`src/rtl/exe_bypass_unit_pkg.sv`:
```
// Shared pipeline definitions for the Execute bypass unit: forward-select codes,
// slot layouts for the E/M/WB reservation tracking, and the bubble constants.
package exe_bypass_unit_pkg;

  localparam int REG_W = 5;

  localparam logic [1:0] FWD_RF = 2'b00;
  localparam logic [1:0] FWD_M  = 2'b01;
  localparam logic [1:0] FWD_WB = 2'b10;

  localparam logic [REG_W-1:0] REG_ZERO = 5'd0;

  typedef struct packed {
    logic [REG_W-1:0] rs1;
    logic [REG_W-1:0] rs2;
    logic [REG_W-1:0] rd;
    logic             we;
    logic             ld;
  } e_slot_t;

  typedef struct packed {
    logic [REG_W-1:0] rd;
    logic             we;
    logic             ld;
  } m_slot_t;

  typedef struct packed {
    logic [REG_W-1:0] rd;
    logic             we;
  } wb_slot_t;

  localparam e_slot_t  E_BUBBLE  = '{rs1: REG_ZERO, rs2: REG_ZERO, rd: REG_ZERO, we: 1'b0, ld: 1'b0};
  localparam m_slot_t  M_BUBBLE  = '{rd: REG_ZERO, we: 1'b0, ld: 1'b0};
  localparam wb_slot_t WB_BUBBLE = '{rd: REG_ZERO, we: 1'b0};

  // x0 is hard-wired zero, so a producer targeting it never matches a reader
  function automatic logic reg_hit(input logic [REG_W-1:0] rd, input logic [REG_W-1:0] src);
    return (rd != REG_ZERO) && (rd == src);
  endfunction

endpackage

```
`src/rtl/exe_bypass_unit_bypass_match.sv`:
```
// Single forwarding compare: does an in-flight non-load writer of rd supply src.
module bypass_match #(
  parameter int W = 5
) (
  input  logic         we_i,
  input  logic         ld_i,
  input  logic [W-1:0] rd_i,
  input  logic [W-1:0] src_i,
  output logic         hit_o
);

  assign hit_o = we_i & ~ld_i & (rd_i != {W{1'b0}}) & (rd_i == src_i);

endmodule

```
`src/rtl/exe_bypass_unit_chk.sv`:
```
// Invariant checker: a load in M must never be the producer of an operand in E.
module exe_bypass_unit_chk #(
  parameter int W = 5
) (
  input logic         clk,
  input logic         reset_E,
  input logic         m_we_i,
  input logic         m_ld_i,
  input logic [W-1:0] m_rd_i,
  input logic [W-1:0] e_rs1_i,
  input logic [W-1:0] e_rs2_i
);

  logic m_load_feeds_e_s;

  assign m_load_feeds_e_s = m_we_i & m_ld_i & (m_rd_i != {W{1'b0}}) &
                            ((m_rd_i == e_rs1_i) | (m_rd_i == e_rs2_i));

  a_no_load_fwd_from_m: assert property (@(posedge clk) disable iff (reset_E) !m_load_feeds_e_s);

endmodule

```
`src/rtl/exe_bypass_unit.sv`:
```
// Execute-side hazard unit: tracks E/M/WB destination reservations, selects operand
// forwarding for Execute, and inserts a single bubble on load-use.
module exe_bypass_unit
  import exe_bypass_unit_pkg::*;
#(
  parameter int REG_ADDR_W = REG_W,
  parameter int CNT_W      = 16
) (
  input  logic                  clk,
  input  logic                  reset_E,
  input  logic                  flush_E,
  input  logic                  stall_E,
  input  logic [REG_ADDR_W-1:0] rs1_D,
  input  logic [REG_ADDR_W-1:0] rs2_D,
  input  logic [REG_ADDR_W-1:0] rd_D,
  input  logic                  reg_WE_D,
  input  logic                  mem_rd_D,
  output logic [1:0]            fwd_a_sel,
  output logic [1:0]            fwd_b_sel,
  output logic                  stall_FD,
  output logic                  bubble_E,
  output logic [CNT_W-1:0]      stall_cycles
);

  e_slot_t          e_q,  e_d;
  m_slot_t          m_q,  m_d;
  wb_slot_t         wb_q, wb_d;
  logic [CNT_W-1:0] cnt_q, cnt_d;

  logic hit_m_a_s, hit_m_b_s, hit_wb_a_s, hit_wb_b_s;

  bypass_match #(.W(REG_W)) u_match_m_a (
    .we_i(m_q.we), .ld_i(m_q.ld), .rd_i(m_q.rd), .src_i(e_q.rs1), .hit_o(hit_m_a_s)
  );
  bypass_match #(.W(REG_W)) u_match_m_b (
    .we_i(m_q.we), .ld_i(m_q.ld), .rd_i(m_q.rd), .src_i(e_q.rs2), .hit_o(hit_m_b_s)
  );
  bypass_match #(.W(REG_W)) u_match_wb_a (
    .we_i(wb_q.we), .ld_i(1'b0), .rd_i(wb_q.rd), .src_i(e_q.rs1), .hit_o(hit_wb_a_s)
  );
  bypass_match #(.W(REG_W)) u_match_wb_b (
    .we_i(wb_q.we), .ld_i(1'b0), .rd_i(wb_q.rd), .src_i(e_q.rs2), .hit_o(hit_wb_b_s)
  );

  // Load-use detection against the instruction currently in Decode
  always_comb begin
    stall_FD = e_q.ld & e_q.we & (reg_hit(e_q.rd, rs1_D) | reg_hit(e_q.rd, rs2_D));
    bubble_E = stall_FD | flush_E;
  end

  // Operand source selection; M is younger than WB and wins
  always_comb begin
    if (hit_m_a_s) begin
      fwd_a_sel = FWD_M;
    end else if (hit_wb_a_s) begin
      fwd_a_sel = FWD_WB;
    end else begin
      fwd_a_sel = FWD_RF;
    end
    if (hit_m_b_s) begin
      fwd_b_sel = FWD_M;
    end else if (hit_wb_b_s) begin
      fwd_b_sel = FWD_WB;
    end else begin
      fwd_b_sel = FWD_RF;
    end
  end

  // Next-state for the reservation slots and the saturating stall counter
  always_comb begin
    e_d = e_q;
    if (stall_E) begin
      e_d = e_q;
    end else if (bubble_E) begin
      e_d = E_BUBBLE;
    end else begin
      e_d = '{rs1: rs1_D, rs2: rs2_D, rd: rd_D, we: reg_WE_D, ld: mem_rd_D};
    end

    if (stall_E) begin
      m_d = M_BUBBLE;
    end else begin
      m_d = '{rd: e_q.rd, we: e_q.we, ld: e_q.ld};
    end

    wb_d = '{rd: m_q.rd, we: m_q.we};

    if (stall_FD && !stall_E && (cnt_q != {CNT_W{1'b1}})) begin
      cnt_d = cnt_q + {{(CNT_W-1){1'b0}}, 1'b1};
    end else begin
      cnt_d = cnt_q;
    end
  end

  // State registers; reset drops every in-flight reservation at once
  always_ff @(posedge clk or posedge reset_E) begin
    if (reset_E) begin
      e_q   <= E_BUBBLE;
      m_q   <= M_BUBBLE;
      wb_q  <= WB_BUBBLE;
      cnt_q <= {CNT_W{1'b0}};
    end else begin
      e_q   <= e_d;
      m_q   <= m_d;
      wb_q  <= wb_d;
      cnt_q <= cnt_d;
    end
  end

  assign stall_cycles = cnt_q;

  exe_bypass_unit_chk #(.W(REG_W)) u_chk (
    .clk     (clk),
    .reset_E (reset_E),
    .m_we_i  (m_q.we),
    .m_ld_i  (m_q.ld),
    .m_rd_i  (m_q.rd),
    .e_rs1_i (e_q.rs1),
    .e_rs2_i (e_q.rs2)
  );

endmodule

```
`config.mk`:
```
export PLATFORM = sky130hd
export DESIGN_NAME = exe_bypass_unit
export DESIGN_NICKNAME = d
export VERILOG_FILES = /design/src/rtl/exe_bypass_unit_pkg.sv /design/src/rtl/exe_bypass_unit_bypass_match.sv /design/src/rtl/exe_bypass_unit_chk.sv /design/src/rtl/exe_bypass_unit.sv
export SDC_FILE = /design/constraint.sdc
export NUM_CORES = 1
export LEC_CHECK = 0
export ABC_AREA = 1
export BUFFER_PORTS_ARGS = -buffer_cell sky130_fd_sc_hd__buf_2
export CORE_MARGIN = 3
export CORE_UTILIZATION = 57
export CTS_BUF_LIST = sky130_fd_sc_hd__clkbuf_16
export DETAILED_ROUTE_END_ITERATION = 7
export HOLD_SLACK_MARGIN = 0.15
export PLACE_DENSITY = 0.84
export SKIP_CTS_REPAIR_TIMING = 1
export SLEW_MARGIN = 15
export SYNTH_ARGS = -nofsm -noshare
export SYNTH_HDL_FRONTEND = slang
export SYNTH_HIERARCHICAL = 1
export SYNTH_SLANG_ARGS = --single-unit
```
`constraint.sdc`:
```
create_clock -name clk -period 1.9 [get_ports clk]
set_input_delay 0.38 -clock clk [delete_from_list [all_inputs] [get_ports clk]]
set_output_delay 0.38 -clock clk [all_outputs]
set_load 0.005 [all_outputs]
```
======== Word level (Yosys, flattened, before mapping) ========
Cells that the tools add are included.
storage, ports and cells
  output and inout bits ................... 22
  word-level logic and storage cells ...... 45
  flip-flop bits (word level) ............. 46
  input bits .............................. 21
cells by class
  bitwise operators ....................... 12
  equality and inequality tests ........... 7
  reductions and logical operators ........ 8
  muxes and demuxes ....................... 6
  $add $sub $neg .......................... 1
operator list
  cell                   number
  $eq 5x5->1             6
  $mux 17                1
  $add 16x1->16 const B  1
  $ne 16x16->1 const B   1
  $reduce_bool 5->1      3
  $and 1x1->1            9
  $mux 2                 4
  $mux 7                 1
  $logic_and 1x1->1      4
  $or 1x1->1             2
  $logic_not 1->1        1
  $not 1->1              1

======== Depth between registers and ports, before layout ========
  depth in word-level cells ............... 6
  gate-level depth with buffers ........... 10
  gate-level depth less buffers ........... 9

======== Hierarchy ========
The synthesis kept the hierarchy.
by module, submodules not included
  module           times used  area an instance (um^2)  cells an instance  sequential area each (um^2)
  exe_bypass_unit  1           2459.9                   330                1151.1
  bypass_match     4           120.1                    31                 0.0

======== Worst setup path after synthesis ========
No wires, ideal clock.
  path kind ............................... reg2reg
  from .................................... register cnt_q[0], in the netlist stall_cycles[0]
  to ...................................... register cnt_q[2], in the netlist stall_cycles[2]
  slack ................................... 344 ps
  clock period less this slack ............ 1556 ps
  stages on the path, launching flop included .. 11
  setup time .............................. 118 ps
  data required time ...................... 1782 ps
  arrival ................................. 1438 ps
  path buffers ............................ 1
  cell sequence ........................... dfrtp_1 > ha_1 > nand2_1 > nor2_4 > nand4_1 > nand2_1 > inv_2 > nand3_4 > buf_6 > nand2_1 > nand2_1
on the way
  cells in the longest elaborated chain, start to end .. 2
  elaborated cells on any way between the ends .. 3
  those cells by class .................... add/sub (1); eq/ne (1); reduce/logical (1)
ends and longest elaborated chain
  element                                                                line                    source
  start: declaration                                                     exe_bypass_unit.sv:28   logic [CNT_W-1:0] cnt_q, cnt_d;
  start signal: assignment                                               exe_bypass_unit.sv:101  cnt_q <= {CNT_W{1'b0}};
  start signal: assignment                                               exe_bypass_unit.sv:106  cnt_q <= cnt_d;
  parallel branches: the longest is 2 deep, another holds $add 16x1->16  -
Several ways; the timed one is not identified.
A chain may end at the register's enable or synchronous reset.

======== Worst setup path after layout ========
  from .................................... register e_q[3] (netlist bit)
  to ...................................... output bubble_E
on the way
  cells in the longest elaborated chain, start to end .. 5
  elaborated cells on any way between the ends .. 8
  those cells by class .................... eq/ne (2); bitwise (3); reduce/logical (3)
ends and longest elaborated chain
  element                                          line                       source
  start: declaration                               exe_bypass_unit.sv:25      e_slot_t e_q, e_d;
  start signal: assignment                         exe_bypass_unit.sv:98      e_q <= E_BUBBLE;
  start signal: assignment                         exe_bypass_unit.sv:103     e_q <= e_d;
  $eq 5x5->1 or $reduce_bool 5->1 (tied branches)  exe_bypass_unit_pkg.sv:38  return (rd != REG_ZERO) && (rd == src);
  $logic_and 1x1->1                                exe_bypass_unit_pkg.sv:38
  $or 1x1->1 *                                     exe_bypass_unit.sv:47      stall_FD = e_q.ld & e_q.we & (reg_hit(e_q.rd, rs1_D) | reg_hit(e_q.rd, rs2_D));
  $and 1x1->1 *                                    exe_bypass_unit.sv:47
  $or 1x1->1 *                                     exe_bypass_unit.sv:48      bubble_E = stall_FD | flush_E;
  end: declaration                                 exe_bypass_unit.sv:21      output logic bubble_E,
Mark *: on every way between the ends. The rest lies on a longest branch, timed or not.

==> out/results.ini <==
[clocking]
cts_buffer_depth=2
clk_latency_ps=280
cts_root_buf=clkbuf_16
clk_pin_slew_ps=60
clock_sinks=46
cts_buffers=5
cts_max_level=2
cts_tree=done

[detailed_routing]
dr.pass1.iters=5
vias_per_cell=5.16
drt.antenna.violating_nets=0
drt_iter0_drc=251
drt-total-wl_mm=6.84
vias=2931
wl_per_cell_um=12.0
drc=0

[sta]
timing.fmax_mhz=548
relSlewSlack_pct=62.7
finClkSkew_ps=5.95
fin_crit_sh_pct=96.0
setup_violations=0
fin_tns_setup_ps=0
tightest_slew_ps=559
hold_viol_final=0
slew_viol_final=0
period_needed_ps=1820

[power]
p_sw_mw=0.600
switching_share_pct=25.5
ir_drop_mv=0.487
p_clk_share_pct=40.7
power.share.sequential_pct=46.1
intPower_mw=1.76
power_density_nw_per_um2=691
share_comb_of_total_power_pct=13.3
leakage_nw=1.91

[floorplanning]
core_area_sq_um=4850
die_w_um=77.8
die-area_sq_um=6060
die_y_um=77.8
initial_core_util_pct=60.6
fp-row-count=25
ios=43

[yosys]
synth_area_per_cell_sq_um=6.48
synth_cell_types=25
yosys_warnings=6
netlist_instances=454
syn-cell-area_sq_um=2940
ys_seq_area_share_pct=39.1
ys_ff_latch=46

[cells_and_area]
drive_gt1_share_pct=15.6
final_common_cell=nand2_1
design_area_sq_um=3410
syn_to_final_growth_pct=15.9
finalNetCount=522
final_cell_mix=185 x nand2_1, 64 x inv_1, 56 x nor2_1, 42 x buf_2, 41 x dfrtp_1
antenna_cells=0

[place]
finalWeightedCongestion=0.872
placed_cell_area_sq_um=3220
hpwl_mm=4.95
io_buffers=42

[setup_path]
critPathRequiredTime_ps=1520
path_class=flip-flop to output port
endpoint_kind=output port
worstPathMaxFanout=5
arrival_ps=1440
startpoint_type=flip-flop

[global_route]
grt_pass1_vias=2591
grt-ovfl-total=0
grt_use_total_pct=24.3
grt_pass1_wl_mm=11.9
grt_max_degree=47
antenna_found_initial=0

[flow_run]
timing.max_cap.violations=0

[min_path]
min_path_type=primary input to asynchronous set/reset pin

[outcome]
status=completed

## critical path, cell delays in order (launching register included)
cell,delay (ps)
dfrtp_1,410
inv_2,80
nand2_1,70
nand2_1,70
nor2_2,130
nand3_2,100
nand2_4,80
nand2_4,60
nand2_1,50
buf_2,110
## state kept, by name (all words and copies together), names as in the netlist
register,cells
stall_cycles,16
e_q,17
wb_q,6
m_q,7
## synth_stat cells
master | number | area (sq um)
nand3_1 | 27 | 135
xnor2_1 | 4 | 35.0
clkinv_1 | 1 | 3.75
nand2_4 | 2 | 22.5
nor2_1 | 59 | 221
buf_4 | 2 | 15.0
buf_2 | 3 | 15.0
ha_1 | 1 | 12.5
inv_2 | 6 | 22.5
nor3_1 | 1 | 5.00
nand2_1 | 185 | 694
conb_1 | 1 | 3.75
dfrtp_1 | 46 | 1150
nand4_1 | 23 | 144
xor2_1 | 5 | 43.8
nor2_4 | 1 | 11.3
nand3_2 | 1 | 10.0
o21ai_0 | 1 | 5.00
clkbuf_1 | 5 | 18.8
nand3_4 | 1 | 17.5
nor2_2 | 1 | 6.26
buf_6 | 2 | 22.5
inv_1 | 63 | 236
a21oi_1 | 4 | 20.0
nand3b_1 | 9 | 67.6
## per-layer routing
| metal | part of all wire, % | GRT usage [%] | vias up |
|---|---|---|---|
| li1 | - | - | 1475 |
| met1 | 44 | 34.1 | 1322 |
| met2 | 47 | 38.1 | 120 |
| met3 | 7.4 | 4.06 | 14 |
| met4 | 1.7 | 7.83 | 0 |
| met5 | 0 | 0 | - |
## metrics by stage
| step | hold WS (ps) | utilization (%) | setup slack (ps) | cells | power (mW) |
|---|---|---|---|---|---|
| detailed placement | 424 | 66.4 | 213 | 559 | 1.40 |
| global placement | 416 | 66.4 | 307 | 559 | 1.39 |
| global route | 284 | 70.3 | -6.72 | 568 | 2.47 |
| finish | 233 | 70.3 | 75.4 | 568 | 2.36 |
| CTS | 255 | 69.8 | 8.18 | 567 | 2.36 |
| floorplan | 374 | - | 344 | 455 | 1.30 |
## power groups by stage
stage | Sequential (mW) | Combinational (mW) | Clock (mW)
floorplan | 1.08 | 0.221 | 0
global placement | 1.10 | 0.290 | 0
detailed placement | 1.10 | 0.299 | 0
CTS | 1.08 | 0.304 | 0.970
global route | 1.09 | 0.359 | 1.02
finish | 1.08 | 0.312 | 0.958
## layout make-up
class,instances,area [sq um]
Clock inverter,3,37.5
Sequential cell,46,1160
Multi-Input combinational cell,327,1470
Clock buffer,5,125
Timing Repair Buffer,50,270
Inverter,70,263
Fill cell,403,1440
Tap cell,67,83.8
## cell families (layout without fill, tap and decap cells)
| family | after synthesis | after routing | share of synthesized area (%) |
|---|---|---|---|
| other | 1 | 2 | 0.128 |
| XOR/XNOR | 9 | 9 | 2.68 |
| flip-flops | 46 | 46 | 39.1 |
| AND/OR/NAND/NOR | 310 | 310 | 45.4 |
| adder cells (fa/ha/maj) | 1 | 1 | 0.425 |
| AO/OA/AOI/OAI | 5 | 5 | 0.851 |
| buffers and inverters | 82 | 128 | 11.4 |
## worst paths after layout
path	start	end	slack (ps)	cells past startpoint
worst max-delay path	e_q[3]	bubble_E	80	9
worst min-delay path	reset_E	stall_cycles[4]	230	3
worst max register to register	stall_cycles[0]	stall_cycles[3]	170	9
worst min register to register	m_q[1]	wb_q[0]	440	0
max in group asynchronous	reset_E	e_q[5]	1250	3
min in group clk	mem_rd_D	e_q[0]	410	4
No activity file was read; power rests on OpenSTA's default activity.
